### config.mk
export PLATFORM = sky130hd
export DESIGN_NAME = data_cache_flat
export DESIGN_NICKNAME = d
export VERILOG_FILES = /design/src/rtl/data_cache_if.sv /design/src/rtl/data_cache.sv /design/src/flat_wrapper.sv
export SDC_FILE = /design/constraint.sdc
export NUM_CORES = 1
export LEC_CHECK = 0
export ABC_AREA = 1
export CORE_MARGIN = 4
export CORE_UTILIZATION = 41
export DETAILED_ROUTE_END_ITERATION = 6
export PLACE_DENSITY_LB_ADDON = 0.12
export SLEW_MARGIN = 5
export SYNTH_ARGS = -nofsm -noshare
export SYNTH_HDL_FRONTEND = slang
export SYNTH_SLANG_ARGS = --single-unit
### constraint.sdc
create_clock -name i_clk -period 5.45 [get_ports i_clk]
set_clock_uncertainty 0.1 [all_clocks]
set_input_delay 0.8175 -clock i_clk [delete_from_list [all_inputs] [get_ports i_clk]]
set_output_delay 0.8175 -clock i_clk [all_outputs]
set_load 0.03 [all_outputs]
### src/rtl/data_cache_if.sv
// Bundle of the pipeline-side request/response and the backing-memory handshake.
// The cache is the slave; the pipeline plus backing memory form the master side.
interface data_cache_if;
    logic        req_read;
    logic        req_write;
    logic        req_word;
    logic [31:0] req_addr;
    logic [31:0] req_wdata;
    logic [31:0] rdata;
    logic        stall;
    logic        mem_req;
    logic        mem_we;
    logic [31:0] mem_addr;
    logic [31:0] mem_wdata;
    logic [3:0]  mem_be;
    logic [31:0] mem_rdata;
    logic        mem_ready;

    modport master (
        output req_read, req_write, req_word, req_addr, req_wdata, mem_rdata, mem_ready,
        input  rdata, stall, mem_req, mem_we, mem_addr, mem_wdata, mem_be
    );

    modport slave (
        input  req_read, req_write, req_word, req_addr, req_wdata, mem_rdata, mem_ready,
        output rdata, stall, mem_req, mem_we, mem_addr, mem_wdata, mem_be
    );
endinterface

### src/rtl/data_cache.sv
// Direct-mapped, write-through, no-write-allocate data cache with a variable-latency
// backing memory. Loads hit in zero cycles; misses refill a whole line word by word.
module data_cache #(
    parameter int unsigned LINES          = 8,
    parameter int unsigned WORDS_PER_LINE = 4
) (
    input  logic        i_clk,
    input  logic        i_reset,
    data_cache_if.slave bus
);
    localparam int unsigned OFF_W  = $clog2(4 * WORDS_PER_LINE);
    localparam int unsigned IDX_W  = $clog2(LINES);
    localparam int unsigned TAG_W  = 32 - OFF_W - IDX_W;
    localparam int unsigned WSEL_W = $clog2(WORDS_PER_LINE);

    typedef enum logic [1:0] {StIdle, StRefill, StWrite} state_t;

    state_t              r_state;
    logic [LINES-1:0]    r_valid;
    logic [TAG_W-1:0]    r_tag  [LINES];
    logic [31:0]         r_data [LINES][WORDS_PER_LINE];
    logic [WSEL_W-1:0]   r_cnt;
    logic                r_mem_req;
    logic                r_mem_we;
    logic [31:0]         r_mem_addr;
    logic [31:0]         r_mem_wdata;
    logic [3:0]          r_mem_be;

    logic [TAG_W-1:0]    w_tag;
    logic [IDX_W-1:0]    w_idx;
    logic [WSEL_W-1:0]   w_wsel;
    logic [1:0]          w_lane;
    logic                w_hit;
    logic                w_store;
    logic                w_load;
    logic                w_last;
    logic [31:0]         w_line_word;

    assign w_tag       = bus.req_addr[31 -: TAG_W];
    assign w_idx       = bus.req_addr[OFF_W +: IDX_W];
    assign w_wsel      = bus.req_addr[2 +: WSEL_W];
    assign w_lane      = bus.req_addr[1:0];
    assign w_hit       = r_valid[w_idx] && (r_tag[w_idx] == w_tag);
    assign w_store     = bus.req_write;
    assign w_load      = bus.req_read && !bus.req_write;
    assign w_last      = (r_cnt == WSEL_W'(WORDS_PER_LINE - 1));
    assign w_line_word = r_data[w_idx][w_wsel];

    assign bus.mem_req   = r_mem_req;
    assign bus.mem_we    = r_mem_we;
    assign bus.mem_addr  = r_mem_addr;
    assign bus.mem_wdata = r_mem_wdata;
    assign bus.mem_be    = r_mem_be;

    always_comb begin
        bus.rdata = '0;
        if (r_state == StIdle && w_load && w_hit) begin
            bus.rdata = bus.req_word ? w_line_word : {24'b0, w_line_word[{w_lane, 3'b000} +: 8]};
        end
    end

    // Stall releases in the WRITE ready cycle so the pipeline advances on that edge.
    always_comb begin
        bus.stall = 1'b0;
        unique case (r_state)
            StIdle:   bus.stall = w_store || (w_load && !w_hit);
            StRefill: bus.stall = 1'b1;
            StWrite:  bus.stall = !bus.mem_ready;
            default:  bus.stall = 1'b0;
        endcase
    end

    always_ff @(posedge i_clk) begin
        if (i_reset) begin
            r_state     <= StIdle;
            r_valid     <= '0;
            r_cnt       <= '0;
            r_mem_req   <= 1'b0;
            r_mem_we    <= 1'b0;
            r_mem_addr  <= '0;
            r_mem_wdata <= '0;
            r_mem_be    <= '0;
        end else begin
            unique case (r_state)
                StIdle: begin
                    if (w_store) begin
                        r_state     <= StWrite;
                        r_mem_req   <= 1'b1;
                        r_mem_we    <= 1'b1;
                        r_mem_addr  <= {bus.req_addr[31:2], 2'b00};
                        r_mem_wdata <= bus.req_word ? bus.req_wdata : {4{bus.req_wdata[7:0]}};
                        r_mem_be    <= bus.req_word ? 4'b1111 : (4'b0001 << w_lane);
                    end else if (w_load && !w_hit) begin
                        // Line is invalid while partially overwritten.
                        r_state        <= StRefill;
                        r_cnt          <= '0;
                        r_valid[w_idx] <= 1'b0;
                        r_mem_req      <= 1'b1;
                        r_mem_we       <= 1'b0;
                        r_mem_be       <= 4'b1111;
                        r_mem_addr     <= {bus.req_addr[31:OFF_W], {OFF_W{1'b0}}};
                    end
                end
                StRefill: begin
                    if (bus.mem_ready) begin
                        if (w_last) begin
                            r_valid[w_idx] <= 1'b1;
                            r_state        <= StIdle;
                            r_mem_req      <= 1'b0;
                            r_cnt          <= '0;
                        end else begin
                            r_cnt      <= r_cnt + WSEL_W'(1);
                            r_mem_addr <= r_mem_addr + 32'd4;
                        end
                    end
                end
                StWrite: begin
                    if (bus.mem_ready) begin
                        r_state   <= StIdle;
                        r_mem_req <= 1'b0;
                        r_mem_we  <= 1'b0;
                    end
                end
                default: r_state <= StIdle;
            endcase
        end
    end

    // Data and tag arrays carry no reset; validity alone qualifies them.
    always_ff @(posedge i_clk) begin
        if (!i_reset && r_state == StRefill && bus.mem_ready) begin
            r_data[w_idx][r_cnt] <= bus.mem_rdata;
            if (w_last) begin
                r_tag[w_idx] <= w_tag;
            end
        end
        if (!i_reset && r_state == StWrite && bus.mem_ready && w_hit) begin
            for (int b = 0; b < 4; b++) begin
                if (r_mem_be[b]) begin
                    r_data[w_idx][w_wsel][8*b +: 8] <= r_mem_wdata[8*b +: 8];
                end
            end
        end
    end
endmodule

### src/flat_wrapper.sv
// flat-port wrapper written by rule: the top's interface ports become plain ports
module data_cache_flat 
#(
    parameter int unsigned LINES          = 8,
    parameter int unsigned WORDS_PER_LINE = 4
)
  (i_clk, i_reset, bus_req_read, bus_req_write, bus_req_word, bus_req_addr, bus_req_wdata, bus_mem_rdata, bus_mem_ready, bus_rdata, bus_stall, bus_mem_req, bus_mem_we, bus_mem_addr, bus_mem_wdata, bus_mem_be);
  data_cache_if bus_i ();
  input  logic i_clk;
  input  logic i_reset;
  input wire logic [$bits(bus_i.req_read)-1:0] bus_req_read;
  input wire logic [$bits(bus_i.req_write)-1:0] bus_req_write;
  input wire logic [$bits(bus_i.req_word)-1:0] bus_req_word;
  input wire logic [$bits(bus_i.req_addr)-1:0] bus_req_addr;
  input wire logic [$bits(bus_i.req_wdata)-1:0] bus_req_wdata;
  input wire logic [$bits(bus_i.mem_rdata)-1:0] bus_mem_rdata;
  input wire logic [$bits(bus_i.mem_ready)-1:0] bus_mem_ready;
  output wire logic [$bits(bus_i.rdata)-1:0] bus_rdata;
  output wire logic [$bits(bus_i.stall)-1:0] bus_stall;
  output wire logic [$bits(bus_i.mem_req)-1:0] bus_mem_req;
  output wire logic [$bits(bus_i.mem_we)-1:0] bus_mem_we;
  output wire logic [$bits(bus_i.mem_addr)-1:0] bus_mem_addr;
  output wire logic [$bits(bus_i.mem_wdata)-1:0] bus_mem_wdata;
  output wire logic [$bits(bus_i.mem_be)-1:0] bus_mem_be;
  assign bus_i.req_read = bus_req_read;
  assign bus_i.req_write = bus_req_write;
  assign bus_i.req_word = bus_req_word;
  assign bus_i.req_addr = bus_req_addr;
  assign bus_i.req_wdata = bus_req_wdata;
  assign bus_i.mem_rdata = bus_mem_rdata;
  assign bus_i.mem_ready = bus_mem_ready;
  assign bus_rdata = bus_i.rdata;
  assign bus_stall = bus_i.stall;
  assign bus_mem_req = bus_i.mem_req;
  assign bus_mem_we = bus_i.mem_we;
  assign bus_mem_addr = bus_i.mem_addr;
  assign bus_mem_wdata = bus_i.mem_wdata;
  assign bus_mem_be = bus_i.mem_be;
  data_cache #(.LINES(LINES), .WORDS_PER_LINE(WORDS_PER_LINE)) u_core (.i_clk(i_clk), .i_reset(i_reset), .bus(bus_i));
endmodule
Word-level counts from Yosys, hierarchy flattened
Memories as Yosys holds them, arrays and structs flattened.
Cells that the tools add are included.
{"block": "totals", "input_bits": 102, "mem_count": 2, "register_bits": 82, "wordCells": 1162, "mem_bits_rw": 1224, "output_inout_bits": 103}
{"block": "op_classes", "order_cmp": 6, "n_eq_ne": 11, "addsub": 2, "n_reduce_logical": 31, "bitwise_logic": 517, "mux": 583, "shift": 2}
{"name": "u_core.r_data", "words": 8, "word_bits": 128, "rd": 1, "rd_clocked_by_memory_dff": 0, "wr": 1, "line_no": "data_cache.sv:21", "source": "logic [31:0] r_data [LINES][WORDS_PER_LINE];"}
{"name": "u_core.r_tag", "words": 8, "word_bits": 25, "rd": 1, "rd_clocked_by_memory_dff": 0, "wr": 1, "line_no": "data_cache.sv:20", "source": "logic [TAG_W-1:0] r_tag [LINES];"}
{"operator": "128-bit two-way mux", "count": 5}
{"operator": "1-bit two-way mux", "count": 533}
{"operator": "1-bit OR", "count": 512}
{"operator": "32-bit two-way mux", "count": 11}
{"operator": "32-bit demux with 2-bit select", "count": 5}
{"operator": "32-bit binary-select mux with 2-bit select", "count": 1}
{"operator": "32-bit one-hot mux with 2 select lines", "count": 1}
{"operator": "8-bit two-way mux", "count": 5}
{"operator": "32-bit by 3-bit adder with 32-bit output, second input constant", "count": 1}
{"operator": "32-bit by 6-bit variable part select with 8-bit output", "count": 1}
{"operator": "25-bit equality test", "count": 1}
{"operator": "24-bit two-way mux", "count": 1}
{"operator": "2-bit two-way mux", "count": 9}
{"operator": "16-bit two-way mux", "count": 1}
{"operator": "8-bit one-hot mux with 2 select lines", "count": 1}
{"operator": "1-bit logical AND", "count": 13}
{"operator": "4-bit two-way mux", "count": 3}
{"operator": "4-bit AND reduction", "count": 3}
{"operator": "2-bit inequality test, second input constant", "count": 5}
{"operator": "5-bit AND reduction", "count": 2}
{"operator": "8-bit AND", "count": 1}
{"operator": "8-bit inverter", "count": 1}
{"operator": "8-bit OR", "count": 1}
{"operator": "3-bit >= comparator, second input constant", "count": 2}
{"operator": "other kinds (23)", "count": 33}

Logic depth before layout (Yosys ltp)
{"block": "depth", "ltp_word": 10, "depth_mapped": 22, "mapped_depth_nobuf": 19}

Least setup slack after synthesis
No wires, ideal clock.
{"block": "synth_timing", "path_kind": "in2out", "start": "input bus_req_addr[5]", "end": "output bus_rdata[11]", "n_path_buf": 4, "t_required_ps": 4533, "setup_slack_ps": 1340, "t_arrival_ps": 3193, "stages": 15, "path_cell_list": "buf_4 -> nand2_2 -> buf_2 -> nor2_1 -> nand2_1 -> nand2_1 -> o21bai_1 -> nand4_1 -> nor3_1 -> nand2_1 -> nor2_4 -> buf_8 -> nand4_4 -> buf_2 -> nor2_1"}
{"block": "synth_between", "elab_chain_cells": 6, "word_cells_on_any_way": 12, "cone_classes": "eq/ne (1); mux (7); reduce/logical (2); memory (2)"}
{"element": "from (decl)", "line_no": "flat_wrapper.sv:14", "source": "input wire logic [$bits(bus_i.req_addr)-1:0] bus_req_addr;"}
{"element": "memory read 8 x 128 bit"}
{"element": "32-bit binary-select mux with 2-bit select", "line_no": "data_cache.sv:47", "source": "assign w_line_word = r_data[w_idx][w_wsel];"}
{"element": "32-bit two-way mux (not written as such) (2 in a row)", "line_no": "data_cache.sv:47"}
{"element": "32-bit two-way mux", "line_no": "data_cache.sv:58", "source": "bus.rdata = bus.req_word ? w_line_word : {24'b0, w_line_word[{w_lane, 3'b000} +: 8]};"}
{"element": "32-bit two-way mux *", "line_no": "data_cache.sv:57", "source": "if (r_state == StIdle && w_load && w_hit) begin"}
{"element": "to (decl)", "line_no": "flat_wrapper.sv:18", "source": "output wire logic [$bits(bus_i.rdata)-1:0] bus_rdata;"}
Every way passes the cells marked *; elsewhere a longest branch is shown, timed or not. The select of a mux whose other input is x is not followed.

Worst setup path after layout
{"block": "layout_timing", "start": "input bus_req_addr[6]", "end": "output bus_rdata[1]"}
{"block": "layout_between", "elab_chain_cells": 7, "word_cells_on_any_way": 13, "cone_classes": "eq/ne (1); shift (1); mux (7); reduce/logical (2); memory (2)"}
{"element": "memory read 8 x 128 bit"}
{"element": "32-bit binary-select mux with 2-bit select", "line_no": "data_cache.sv:47"}
{"element": "32-bit two-way mux (not written as such) (2 in a row)", "line_no": "data_cache.sv:47"}
{"element": "32-bit by 6-bit variable part select with 8-bit output", "line_no": "data_cache.sv:58"}
{"element": "32-bit two-way mux", "line_no": "data_cache.sv:58"}
{"element": "32-bit two-way mux *", "line_no": "data_cache.sv:57"}
Marks and branches as above.

==> metrics.yaml <==
outcome:
  status: "finished clean"
floorplanning:
  start_util_pct: 41.3
  rows: 132
  die_w_um: 369
  die_y_um: 369
  pin_count: 205
  coreArea_um2: 129000
  die-area_um2: 136000
timing:
  tightest_slew_ns: 1.25
  hold_ws_ns: 0.401
  fin_crit_sh_pct: 96.9
  clock.fmax_ghz: 0.189
  post-route-min-period_ns: 5.28
  relSlewSlack_pct: 16.1
  rsz0062_at_grt: "no"
  tns_ns: 0
  setup_viol: 0
  hold_viol: 0
  final_max_slew_viol_count: 0
detailed_routing:
  wl_per_cell_um: 26.2
  wl_mm: 177
  vias_per_cell: 5.56
  ant_nets: 0
  via_count: 37600
  drcViolationCount: 0
  first_iter_violations: 4296
  first_pass_iters: 6
hold_path:
  hp-class: "in2reg"
  min_from: "i_reset"
clock_tree:
  cts_buffer_depth: 3
  ctsHoldBuffers: 0
  cts_made_buffers: 142
  worstSkewPairLatency_ns: 0.78
  clock-sinks: 1304
  root_buffer: "clkbuf_16"
  cts.reportedPaths.clkPinSlew_ns: 0.06
  ctsHtreeMaxLevel: 4
  tritoncts: "built"
critical_path:
  path_class: "in2out"
  worstPathCellList: "clkdlybuf4s50_1 -> inv_2 -> nand2_2 -> nor2_4 -> buf_12 -> buf_4 -> nand2_1 -> nand2_1 -> a221oi_1 -> nand4_1 -> nand2_1 -> nand2_1 -> nor2_2 -> nand2_1 -> nand3_1 -> nand2_1 -> nand2_1 -> nor2_1 -> buf_12"
  crit_family: "simple AND/OR/NAND/NOR gates"
  critPathRequiredTime_ns: 4.53
  crit_slowest_cell: "clkdlybuf4s50_1"
  cp_max_fo: 25
  worstSetupStartpoint: "bus_req_addr[6]"
  crit_path_max_incr_delay_ns: 0.56
  cp-end-kind: "output pin"
  critical_path.startpoint_type: "input pin"
  path_buf_inv: 5
  critPathArrivalTime_ns: 4.36
  crit_path_frequent_cell: "nand2_1"
  reg2reg_from: "u_core.r_tag[3][12]"
synth:
  syn_inst: 4447
  syn_area_um2: 53400
  synth.area.top_cells: "edfxtp_1, nand2_1, dfxtp_1"
  synth.yosys.seq_area_share_pct: 71.8
  syn_area_per_cell_um2: 12.0
  yosys_warnings: 0
  yosys.area.top_type: "edfxtp_1"
  synth-seq-cells: 1304
  synth-edff-count: 1224
  synth_cell_type_count: 51
  async_flop_share_pct: 0
  synth_top_area_share_pct: 68.8
  synth-main-ff-cell: "edfxtp_1"
grt:
  grt_pass1_wl_mm: 254
  groute.usage.overall_pct: 25.6
  grt_pass1_vias: 35900
  antenna_found_initial: 6
  grt.overflow.total: 0
  grt_max_degree: 58
placed_design:
  hpwl_mm: 120
  gp_congestion: 0.882
  portBuffers: 202
layout:
  layout_commonest_cell: "edfxtp_1"
  layout.cells.most_common_list: "edfxtp_1, nand2_1, buf_4, inv_1, nor2_1"
  drive_above_1_share_pct: 12.9
  fin_nets: 5011
  areaGrowthSynthToFinish_pct: 20.5
power:
  comb_power_share_pct: 13.7
  peakVddDrop_v: 0.000233
  sequentialPowerShare_pct: 47.8
  p_per_area_nw_per_um2: 371
  p_int_mw: 17.4
  clockPowerShare_pct: 38.5
  p_sw_share_pct: 27.4
  leakagePower_nw: 23.3
  p_sw_mw: 6.54
  power_mw: 23.9
run:
  cap_viol_max_count: 0
## layout make-up
| cell class | count | area (um2) |
|---|---|---|
| Antenna cell | 7 | 17.5 |
| Clock buffer | 186 | 3790 |
| Timing Repair Buffer | 545 | 5290 |
| Fill cell | 11500 | 65100 |
| Tap cell | 1742 | 2180 |
| Clock inverter | 69 | 561 |
| Sequential cell | 1304 | 38400 |
| Inverter | 288 | 1090 |
| Multi-Input combinational cell | 2619 | 13100 |
## logic make-up after synthesis
kind of cell / after synthesis / share of synthesized area (%)
compound gates: 816 / 9.66
flops: 1304 / 71.8
simple gates: 1773 / 14.0
xor+xnor: 19 / 0.311
buf+inv: 525 / 4.04
other cells: 1 / 0.00702
fa+ha+maj: 9 / 0.211
## flip-flops by register name, summed over array words and instances, names as in the netlist
name and cells:
u_core.r_state 2, u_core.bus.mem_wdata 32, u_core.bus.mem_be 4, u_core.r_data 1024, u_core.bus.mem_we 1, u_core.bus.mem_addr 30
u_core.bus.mem_req 1, u_core.r_cnt 2, u_core.r_tag 200, u_core.r_valid 8
## worst paths after layout
check	to	slack, ns	cells past startpoint
worst max register to register	u_core.r_data[7][76]	1.74	15
worst max-delay path	bus_rdata[1]	0.17	19
worst min register to register	u_core.bus.mem_req	0.42	4
worst min-delay path	u_core.bus.mem_addr[12]	0.40	2
## Yosys cell counts, drive strengths merged, types with 7 or more instances
master and instances:
o22a 8, edfxtp 1224, nand4 113, o22ai 104, ha 9, o21bai 7
nand3 110, a21oi 184, nand2 1180, nor2 298, a221oi 103, xor2 16
a22oi 100, or2 30, nor3 34, inv 284, o211ai 11, buf 97
dfxtp 80, a22o 20, clkbuf 140, o2111ai 12, o21ai 230, o41ai 20
## repair_timing
item                                    in CTS  in global routing
gates resized for setup                      0                  3
setup buffers                                0                  2
endpoints found under the setup margin       0                  5
## per-stage QoR
| stage | utilization, % | std cells | area [um2] | worst slack, ns |
|---|---|---|---|---|
| 5_1_grt | 49.7 | 6753 | 64400 | 0.00437 |
| 4_1_cts | 49.7 | 6751 | 64300 | 0.0550 |
| 2_1_floorplan | - | 4448 | 53400 | 1.34 |
| 6_report | 49.7 | 6760 | 64400 | 0.170 |
| 3_3_place_gp | 46.3 | 6496 | 60000 | 0.0102 |
| 3_5_place_dp | 46.3 | 6496 | 60000 | 0.0723 |
## power by group through the flow
stage / Sequential (mW) / Combinational (mW) / Clock (mW)
after floorplan: 11.9 / 1.44 / 0
after global placement: 11.6 / 3.22 / 0
after detailed placement: 11.6 / 3.25 / 0
after CTS: 11.4 / 3.26 / 9.30
after global routing: 11.4 / 3.52 / 9.74
final: 11.4 / 3.28 / 9.19
## layer usage
metal	vias up	wire length [um]	track usage, %
li1	16900	-	-
met1	18700	76600	36.2
met2	1636	79400	39.2
met3	258	16900	7.09
met4	4	4420	6.95
met5	-	22	0
No activity file was read; power rests on OpenSTA's default activity.
